==> src/rtl/proc_switch_ctrl.sv <==
// Context-switch controller: owns the process table, admits new processes and
// sequences halt -> save -> round-robin select -> load for every switch.
module proc_switch_ctrl #(
    parameter int NPROC = 8,
    parameter int PIDW  = 3,
    parameter int PCW   = 32
) (
    input  logic            clock,
    input  logic            reset,
    input  logic            preempt,
    input  logic            exit_req,
    input  logic            create_valid,
    input  logic [PCW-1:0]  create_pc,
    output logic            create_ready,
    output logic            cpu_halt_req,
    input  logic            cpu_halted,
    input  logic [PCW-1:0]  cpu_pc,
    output logic            load_pc_valid,
    output logic [PCW-1:0]  load_pc,
    output logic [PIDW-1:0] cur_pid,
    output logic [PIDW:0]   nprocs,
    output logic [2:0]      dbg_state
);

    typedef enum logic [2:0] {
        IDLE      = 3'd0,
        RUN       = 3'd1,
        HALT_WAIT = 3'd2,
        SAVE      = 3'd3,
        SELECT    = 3'd4,
        LOAD      = 3'd5
    } state_t;

    localparam logic [PIDW:0] NPROC_CNT = (PIDW+1)'(NPROC);
    localparam logic [PIDW:0] CNT_ONE   = 1;

    state_t          state, state_next;
    logic [NPROC-1:0] proc_valid;
    logic [PCW-1:0]  pc_tab [NPROC];
    logic            exiting;
    logic            create_fire;
    logic [PIDW-1:0] free_idx;
    logic [PIDW-1:0] cand;
    logic [PIDW-1:0] sel_idx;
    logic            sel_found;
    logic [PIDW:0]   nprocs_next;

    assign dbg_state   = state;
    assign create_fire = create_valid && create_ready;

    // Lowest-index free slot for an incoming create.
    always_comb begin
        free_idx = '0;
        for (int i = NPROC - 1; i >= 0; i--) begin
            if (!proc_valid[i]) free_idx = PIDW'(i);
        end
    end

    // Round-robin scan: offsets NPROC..1 walked downwards so the smallest
    // offset after cur_pid wins; offset NPROC wraps to cur_pid itself.
    always_comb begin
        sel_found = 1'b0;
        sel_idx   = cur_pid;
        cand      = cur_pid;
        for (int i = NPROC; i >= 1; i--) begin
            cand = cur_pid + PIDW'(i);
            if (proc_valid[cand]) begin
                sel_found = 1'b1;
                sel_idx   = cand;
            end
        end
    end

    always_comb begin
        state_next = state;
        case (state)
            IDLE:      if (create_fire) state_next = SELECT;
            RUN:       if (exit_req || preempt) state_next = HALT_WAIT;
            HALT_WAIT: if (cpu_halted) state_next = SAVE;
            SAVE:      state_next = SELECT;
            SELECT:    state_next = sel_found ? LOAD : IDLE;
            LOAD:      state_next = RUN;
            default:   state_next = IDLE;
        endcase
    end

    always_comb begin
        nprocs_next = nprocs;
        if (state == SAVE && exiting && proc_valid[cur_pid] && nprocs != '0)
            nprocs_next = nprocs - CNT_ONE;
        else if (create_fire)
            nprocs_next = nprocs + CNT_ONE;
    end

    always_ff @(posedge clock or posedge reset) begin
        if (reset) begin
            state         <= IDLE;
            proc_valid    <= '0;
            for (int i = 0; i < NPROC; i++) pc_tab[i] <= '0;
            exiting       <= 1'b0;
            cur_pid       <= '0;
            nprocs        <= '0;
            cpu_halt_req  <= 1'b1;
            load_pc_valid <= 1'b0;
            load_pc       <= '0;
            create_ready  <= 1'b1;
        end else begin
            state         <= state_next;
            nprocs        <= nprocs_next;
            cpu_halt_req  <= (state_next != RUN);
            load_pc_valid <= (state_next == LOAD);
            create_ready  <= (nprocs_next < NPROC_CNT) && (state_next != SAVE);

            // create_ready is low in SAVE, so this never collides with the save write.
            if (create_fire) begin
                proc_valid[free_idx] <= 1'b1;
                pc_tab[free_idx]     <= create_pc;
            end

            case (state)
                RUN, HALT_WAIT: if (exit_req) exiting <= 1'b1;
                SAVE: begin
                    if (exiting) begin
                        proc_valid[cur_pid] <= 1'b0;
                        exiting             <= 1'b0;
                    end else begin
                        pc_tab[cur_pid] <= cpu_pc;
                    end
                end
                SELECT: begin
                    if (sel_found) begin
                        cur_pid <= sel_idx;
                        load_pc <= pc_tab[sel_idx];
                    end
                end
                default: ;
            endcase
        end
    end

endmodule

==> config.mk <==
export PLATFORM = sky130hd
export DESIGN_NAME = proc_switch_ctrl
export DESIGN_NICKNAME = d
export VERILOG_FILES = /design/src/rtl/proc_switch_ctrl.sv
export SDC_FILE = /design/constraint.sdc
export NUM_CORES = 1
export LEC_CHECK = 0
export ABC_CLOCK_PERIOD_IN_PS = 18200
export CORE_MARGIN = 2
export CORE_UTILIZATION = 55
export DETAILED_ROUTE_END_ITERATION = 10
export PLACE_DENSITY = 0.73
export SYNTH_ARGS = -nofsm -noshare
export SYNTH_HDL_FRONTEND = slang
export SYNTH_SLANG_ARGS = --single-unit
==> constraint.sdc <==
create_clock -name clock -period 18.2 [get_ports clock]
set_input_delay 3.64 -clock clock [delete_from_list [all_inputs] [get_ports clock]]
set_output_delay 3.64 -clock clock [all_outputs]
set_load 0.05 [all_outputs]
; ---- Word-level counts from Yosys, hierarchy flattened
; Index checks and enable logic that the tools add are counted.
; Widths: inputs -> output; s select.
[classes]
n_eq_ne = 9
n_addsub = 9
n_mul = 0
n_lt_le_gt_ge = 17
n_reduce_logical = 16
bitwise_logic = 6
shift = 0
mux = 67
n_div = 0
[ops]
columns = cell, count
row1 = $mux 256, 3
row2 = $bwmux 256, 2
row3 = $demux 32 s3, 2
row4 = $mux 32, 4
row5 = $bmux 32 s3, 1
row6 = $mux 3, 19
row7 = $lt 3x4->1 const B, 9
row8 = $bmux 1 s3, 8
row9 = $mux 8, 3
row10 = $mux 1, 19
row11 = $pmux 3 s6, 1
row12 = $add 3x3->3 const B, 4
row13 = $ge 4x4->1 const B, 3
row14 = $not 3->4, 3
row15 = $eq 3x3->1 const B, 3
row16 = $logic_and 1x1->1, 9
row17 = $and 8x8->8, 1
row18 = $lt 4x1->1 const B, 2
row19 = $mux 4, 2
row20 = $not 8->8, 1
row21 = $or 8x8->8, 1
row22 = $add 3x2->3 const B, 2
row23 = $demux 1 s3, 2
row24 = $eq 3x2->1 const B, 2
row25 = other kinds (16), 18
[totals]
wordCells = 141
latchBits = 0
input_bits = 70
mem_count = 0
out_inout_bits = 45
ramBits = 0
romBits = 0
register_bits = 310

; ---- Logic depth before layout (Yosys ltp)
[logic_depth]
word_depth = 18
ltp_mapped = 17
mapped_depth_nobuf = 11

; ---- Least setup slack after synthesis
; No wires, ideal clock.
[synth_path]
path_type = input-to-reg
from = input port create_valid
to = register pc_tab[131] (netlist bit)
slack_ns = 12.872
required_ns = 18.063
stages = 7
arrival_ns = 5.192
path_cell_list = and2_0 > nand3_1 > nor3b_1 > clkbuf_1 > buf_1 > mux2i_1 > a21oi_1
[synth_via]
elab_chain_len = 5
[synth_lines]
columns = element, line_no
row1 = "start, declared", 12  ; input logic create_valid,
row2 = $logic_and 1x1->1 (*), 49  ; assign create_fire = create_valid && create_ready;
row3 = $mux 256 (*), 115  ; if (create_fire) begin
row4 = $bwmux 256, 127  ; pc_tab[cur_pid] <= cpu_pc;
row5 = $mux 256, 123  ; if (exiting) begin
row6 = $mux 256 (*), 120  ; case (state)
row7 = "end signal, assigned by index", 117  ; pc_tab[free_idx] <= create_pc;
row8 = "end signal, assigned by index", 127
row9 = "end, declared", 39  ; logic [PCW-1:0] pc_tab [NPROC];
; Mark *: on every way between the ends. The rest lies on a longest branch, timed or not.
; A chain may end at the register's enable or synchronous reset.

; ---- Final worst setup path
[layout_path]
from = register cur_pid[0]
to = register load_pc[18]
[layout_via]
elab_chain_len = 14
[layout_lines]
columns = element, line_no
row1 = "start, declared", 20  ; output logic [PIDW-1:0] cur_pid,
row2 = "start signal, assigned", 132  ; cur_pid <= sel_idx;
row3 = $add 3x3->3, 66  ; cand = cur_pid + PIDW'(i);
row4 = $bmux 1 s3, 67  ; if (proc_valid[cand]) begin
row5 = $mux 1 (not written as such), 67
row6 = $mux 3 (7 in series), 67
row7 = $not 3->4 (not written as such), 133  ; load_pc <= pc_tab[sel_idx];
row8 = $bmux 32 s3, 133
row9 = $mux 32 (not written as such) (2 in series), 133
row10 = "end signal, assigned", 133
row11 = "end, declared", 19  ; output logic [PCW-1:0] load_pc,
; Parallel ways exist; a longest one is shown, timed or not. The select of a mux whose other input is x is not followed.

==> results.toml <==
[pwr]
combPwrFrac_pct = 6.0
p_seq_share_pct = 46.0
p_sw_share_pct = 23.6
power_density_nw_per_um2 = 69.1
p_leak_uw = 0.00947
peakVddDrop_uv = 70.3
clock_power_share_pct = 47.9
p_int_uw = 1210
p_sw_uw = 372

[clocking]
cts_hold_buf = 0
cts_buffers = 37
cts_setup_buffers = 0
cts.sinks = 310
clkLatencyLatePin_ns = 0.52
clkSlewWorstSetupHoldPaths_ns = 0.06
cts_buffer_depth = 3
cts_resized = 0
cts-root-buf = "clkbuf_16"
h-tree-depth = 2
cts_tree = "built"

[global_routing]
grt_max_degree = 89
grt_overflow_total = 0
globalRouteTotalUtil_pct = 32.2
grt_pass1_wl_mm = 99.5
grt_pass1_vias = 17800
antenna_found_initial = 1

[setup_path]
crit_slowest_cell = "dfrtp_4"
cp_max_fo = 66
end_kind = "flop"
crit_start = "cur_pid[0]"
crit_chain = "clkinv_1, ha_1, mux2i_1, mux2i_1, o221ai_1, o211ai_2, o2bb2ai_4, buf_4, buf_4, a221o_1, nor2_1, a2111oi_0, a211o_1"
critPathKind = "flop to flop"
crit_arrival_ns = 6.67
r2r_slack_ns = 11.98
endpoint = "load_pc[18]"
crit_path_max_incr_delay_ns = 1.01
r2r_cells = 13
start_kind = "flop"
r2r-end = "load_pc[18]"
required_ns = 18.65
rr_startpoint = "cur_pid[0]"

[sta]
max_freq_mhz = 161
tightest_slew_ns = 1.17
setup_viol = 0
rsz0062_at_grt = "false"
period_minus_slack_ns = 6.22
post-route-period-util_pct = 34.2
hold_viol = 0
fin_tns_setup_ns = 0
timing.final.ws_setup_ns = 11.98
relSlewSlack_pct = 21.9
finClkSkew_ns = 0.0151
slew_violations = 0

[run_status]
status = "completed"

[synthesis]
yosysWarnings = 0
synth-async-reset-ratio_pct = 100
avgSynthCellArea_um2 = 9.44
ys_seq_area_share_pct = 37.6
synth_nets = 2263
ys_types = 58
syn_inst = 2185
synth_flop_cell = "dfrtp_1"
netlist_area_um2 = 20600
ys_ff_latch = 310
synth_edf_count = 0

[final_layout]
area_growth_pct = 10.8
drive_gt1_share_pct = 7.08
layout_commonest_cell = "mux2i_1"
nNetsFinal = 2182
final_cell_mix = "mux2i_1, dfrtp_1, nor2_1"

[placed_design]
pre_cts_slack_ns = 11.54
io_buffers = 114
gp_congestion = 0.848
hpwl_mm = 33.3

[route]
firstDrtPassIters = 8
vias = 18100
vias_per_cell = 6.97
drcViolationCount = 0
ant_nets = 0
wl_mm = 63.6
avgRoutedWirePerCell_um = 24.4
drt_iter0_markers = 1995

[floorplanning]
initial_core_util_pct = 56.1
coreArea_um2 = 36800
boundaryPins = 115
dieWidth_um = 198
row_count = 70
die_height_um = 198
die_area_um2 = 39100

[worst_hold_path]
hold_path_depth = 1
min_path_type = "flop to flop"

[job]
drv_cap = 0
[power groups by stage]
stage,Combinational [µW],Sequential (µW),Clock (µW)
after CTS,95.9,726,765
after global placement,93.3,737,0
after detailed placement,95.6,738,0
after floorplan,67.4,734,0
after global routing,106,729,792
final,95.5,727,757
[cells in the mapped netlist (3+ instances only)]
cell type,instances,share of area (%)
mux2i_1,461,22
dfrtp_1,308,37
nor2_1,249,4.5
clkbuf_1,182,3.3
a21oi_1,172,4.2
nand2_1,130,2.4
a221o_1,129,6.3
o21ai_0,102,2.5
o22ai_1,96,2.9
a211o_1,33,1.4
a211oi_1,33,1.2
a221oi_1,32,1.4
a222oi_1,32,1.6
clkbuf_2,31,0.75
buf_1,22,0.40
buf_2,21,0.51
a2111oi_0,20,0.85
inv_1,12,0.22
mux4_2,11,1.2
buf_6,9,0.49
a2111oi_1,8,0.39
ha_1,8,0.49
nand3_1,8,0.19
a22oi_1,5,0.18
and2_1,5,0.15
buf_4,5,0.18
nor3_1,5,0.12
a2111oi_2,4,0.29
xnor2_1,4,0.17
a21boi_0,3,0.11
nor2b_1,3,0.091
o211ai_1,3,0.11
o21ai_1,3,0.073
[sequential cells by signal, indices dropped and copies added (netlist names)]
name	flops
proc_valid	8
cur_pid	3
exiting	1
load_pc_valid	1
cpu_halt_req	1
load_pc	32
dbg_state	3
pc_tab	256
nprocs	4
create_ready	1
[metal layers]
| layer | global-route usage, % | wire, µm | vias up |
|---|---|---|---|
| met5 | 0 | 0 | - |
| met4 | 14.0 | 2320 | 0 |
| met3 | 4.49 | 5090 | 174 |
| met2 | 52.9 | 30200 | 941 |
| met1 | 42.6 | 26000 | 8905 |
| li1 | - | - | 8123 |
[cell families (layout without fill, tap and decap cells)]
family	after synthesis	in the layout	synth area share, %
AO/OA/AOI/OAI	690	690	24.0
XOR/XNOR	8	8	0.412
adder cells (fa/ha/maj)	8	8	0.485
buffers and inverters	282	230	5.86
flip-flops	310	310	37.6
multiplexers	476	476	23.8
other	0	1	0
AND/OR/NAND/NOR	411	411	7.83
[critical path, delay by kind of cell, from the launching register on]
family | cells | cell delay, ns
AO/OA/AOI/OAI | 6 | 2.18
adder cells (fa/ha/maj) | 1 | 0.66
buffers and inverters | 3 | 1.73
multiplexers | 2 | 0.43
AND/OR/NAND/NOR | 1 | 0.04
flip-flops | 1 | 1.01
[through the flow]
step | total power [µW] | util [%] | cells | instance area, µm² | hold WS, ns
CTS | 1590 | 62.2 | 2601 | 22900 | 0.494
global placement | 830 | 58.8 | 2533 | 21600 | 0.479
detailed placement | 834 | 58.8 | 2533 | 21600 | 0.481
floorplan | 802 | - | 2185 | 20600 | 0.513
global route | 1630 | 62.2 | 2602 | 22900 | 0.508
finish | 1580 | 62.2 | 2602 | 22900 | 0.491
[how the worst min path moves through the flow]
stage                           start          end
after floorplan               exiting      exiting
after global placement     load_pc[8]   load_pc[8]
after detailed placement   load_pc[8]   load_pc[8]
after CTS                  load_pc[8]   load_pc[8]
after global routing      load_pc[29]  load_pc[29]
final                      load_pc[8]   load_pc[8]
[cell type report]
| class | count | area (µm²) |
|---|---|---|
| Clock inverter | 14 | 126 |
| Fill cell | 3089 | 13900 |
| Multi-Input combinational cell | 1593 | 11800 |
| Clock buffer | 54 | 1120 |
| Inverter | 12 | 52.6 |
| Tap cell | 468 | 586 |
| Sequential cell | 310 | 7760 |
| Timing Repair Buffer | 150 | 1410 |
| Antenna cell | 1 | 2.50 |
Note: power is estimated with default switching activity, not from simulation.
==> edit, RTL diff (same settings) <==
Make the reset (`reset`) synchronous in one clocked block.
--- a/src/rtl/proc_switch_ctrl.sv
+++ b/src/rtl/proc_switch_ctrl.sv
@@ -92,7 +92,7 @@
             nprocs_next = nprocs + CNT_ONE;
     end
 
-    always_ff @(posedge clock or posedge reset) begin
+    always_ff @(posedge clock) begin
         if (reset) begin
             state         <= IDLE;
             proc_valid    <= '0;
Formal check against the unedited RTL: differs if reset is asserted again (counterexample within 4 cycles, from zero or initial values and one cycle with reset high); with reset held inactive, the same outputs for 4 cycles.
==> edit against the unedited design <==
- setup slack worse by 0.70 ns
- synthesized area fell by 9.6%
- wire length fell by 3.5%
- sequential cell count is the same
- clock skew grew 0.0039 ns
- core utilization is 0.20 points lower
- final area down 9.4%
- critical path type unchanged
- critical endpoint is now load_pc[8]$_SDFFE_PP0P_
Power is not compared: it rests on default switching activity, and its combinational part moved more than twofold at a synthesized area within 25%.
==> edit: results (changes against the unedited design) <==
Drt wl/cell -> 27.7 um (+14%)
Hold path cells -> 2 (+1)
Total CTS buffers -> 35 (-5.4%)
Worst Path Max Fanout -> 67 (+1.5%)
Status -> finished clean
Layout cells sized above 1 -> 9.41% (+2.3 points)
Vias in the first global route -> 16.1k (-9.1%)
Slowest CP cell -> o2bb2ai_4
Commonest cells post-synth -> edfxtp_1, nand2_1, a22o_1
Hold path endpoint -> load_pc[18]$_SDFFE_PP0P_
Initial antenna violation count -> 0 (-1)
Tightest Pin Transition -> 1.31 ns (+0.139 ns)
R2R setup slack -> 11.28 ns (-0.70 ns)
Filler instances -> 2657 (-14%)
Ys flop type -> edfxtp_1
R2R cell count -> 12 (-1)
Post-synth cell types -> 72 (+24%)
Worst Path Arrival -> 7.34 ns (+0.67 ns)
Register area share after synthesis -> 47.0% (+9.4 points)
Critical R2R Launch -> cur_pid[0]$_SDFFE_PP0P_
First-pass GRT wire length -> 93.9 mm (-5.6%)
Synth top area cells -> edfxtp_1, a22o_1, dfxtp_1
Ys async rst share -> 0% (-100 points)
Largest net degree at the start of global routing -> 86 (-3.4%)
Global placement routability congestion -> 0.894 (+5.4%)
Dpl hpwl -> 34.2 mm (+2.8%)
Global router's overall resource usage -> 34.1% (+1.9 points)
CP delay by family, top -> buffers and inverters
Number of flops mapped to enable cells by yosys -> 256 (+256)
Post-Route WL -> 61.4 mm (-3.5%)
Hold Path Origin -> load_pc[18]$_SDFFE_PP0P_
Routed vias -> 16.5k (-9.0%)
Setup Skew -> 0.0190 ns (+0.00388 ns)
Ant diodes -> 0 (-1)
Post-Syn Nets -> 1875 (-17%)
Placed cells -> 2150 (-15%)
Drt first pass iters -> 6 (-2)
==> edit: cell count changes in the layout (fill, tap and decap cells not counted), moves of 41 or more <==
cell	change
and2_1	+41
a22oi_1	+120
nand2_1	+130
nor2_1	-217
o22ai_1	-94
dfrtp_1	-307
dfxtp_1	+53
a22o_1	+192
a221o_1	-97
o2bb2ai_1	+75
a21oi_1	-156
edfxtp_1	+256
nand3_1	+58
mux2i_1	-449
==> edit: cell type report <==
type | instances | area [um^2] | area share (%)
tap | 448 | 561 | 2.70
multi-input combinational | 1220 | 8740 | 42.2
clock buffer | 48 | 976 | 4.71
clock inverter | 14 | 149 | 0.718
inverter | 14 | 55.1 | 0.266
sequential | 310 | 8770 | 42.3
timing repair buffer | 158 | 1470 | 7.10
==> edit: layer usage <==
layer	GRT usage, %	routed length, um	part of all wire, %
met5	0	0	0
met3	7.17	7300	12
met1	43.8	22300	36
met2	55.4	29100	47
met4	16.0	2670	4.4
==> edit: cell families (layout without fill, tap and decap cells) <==
group	count (synthesis)	after routing	share of synthesized area, %
adders and majority gates	8	8	0.537
DFF	310	310	47.0
xor gates and xnor gates	6	6	0.282
muxes	37	37	2.99
and+or+nand+nor	464	464	11.5
AOI/OAI and AO/OA	705	705	31.0
buffers and inverters	267	234	6.75
==> edit: worst reg2reg max path: stages (launching register included) <==
cell and delay (ns):
dfxtp_2 0.31, buf_4 0.74, inv_4 0.59, ha_1 0.83, mux4_2 0.43, mux2_4 0.63
a21oi_1 0.24, o2bb2ai_4 0.98, nand2b_4 0.57, buf_4 0.85, a222oi_1 0.21, and3_1 0.24
o311ai_1 0.21
==> edit: worst max-delay path by stage <==
stage	slack (ns)	cells past startpoint	start	end
4_1_cts	11.49	12	cur_pid[0]$_SDFFE_PP0P_	load_pc[8]$_SDFFE_PP0P_
5_1_grt	11.04	12	cur_pid[0]$_SDFFE_PP0P_	load_pc[11]$_SDFFE_PP0P_
3_5_place_dp	11.31	6	reset	pc_tab[4][28]$_DFFE_PP_
3_3_place_gp	11.35	6	reset	pc_tab[4][24]$_DFFE_PP_
6_report	11.28	12	cur_pid[0]$_SDFFE_PP0P_	load_pc[8]$_SDFFE_PP0P_
2_1_floorplan	11.30	4	create_valid	pc_tab[1][0]$_DFFE_PP_
==> edit: per-stage QoR <==
stage,util [%],hold WS [ns],worst slack [ns]
floorplan,-,0.494,11.30
global placement,58.6,0.468,11.35
detailed placement,58.6,0.480,11.31
CTS,62.0,0.494,11.49
global route,62.0,0.528,11.04
finish,62.0,0.490,11.28
==> edit: power groups by stage <==
stage                     combinational (mW)  clock [mW]  sequential [mW]
final                                  0.326       0.713            0.830
after global routing                   0.344       0.739            0.833
after CTS                              0.319       0.711            0.828
after detailed placement               0.318           0            0.843
after global placement                 0.312           0            0.841
after floorplan                        0.197           0            0.859
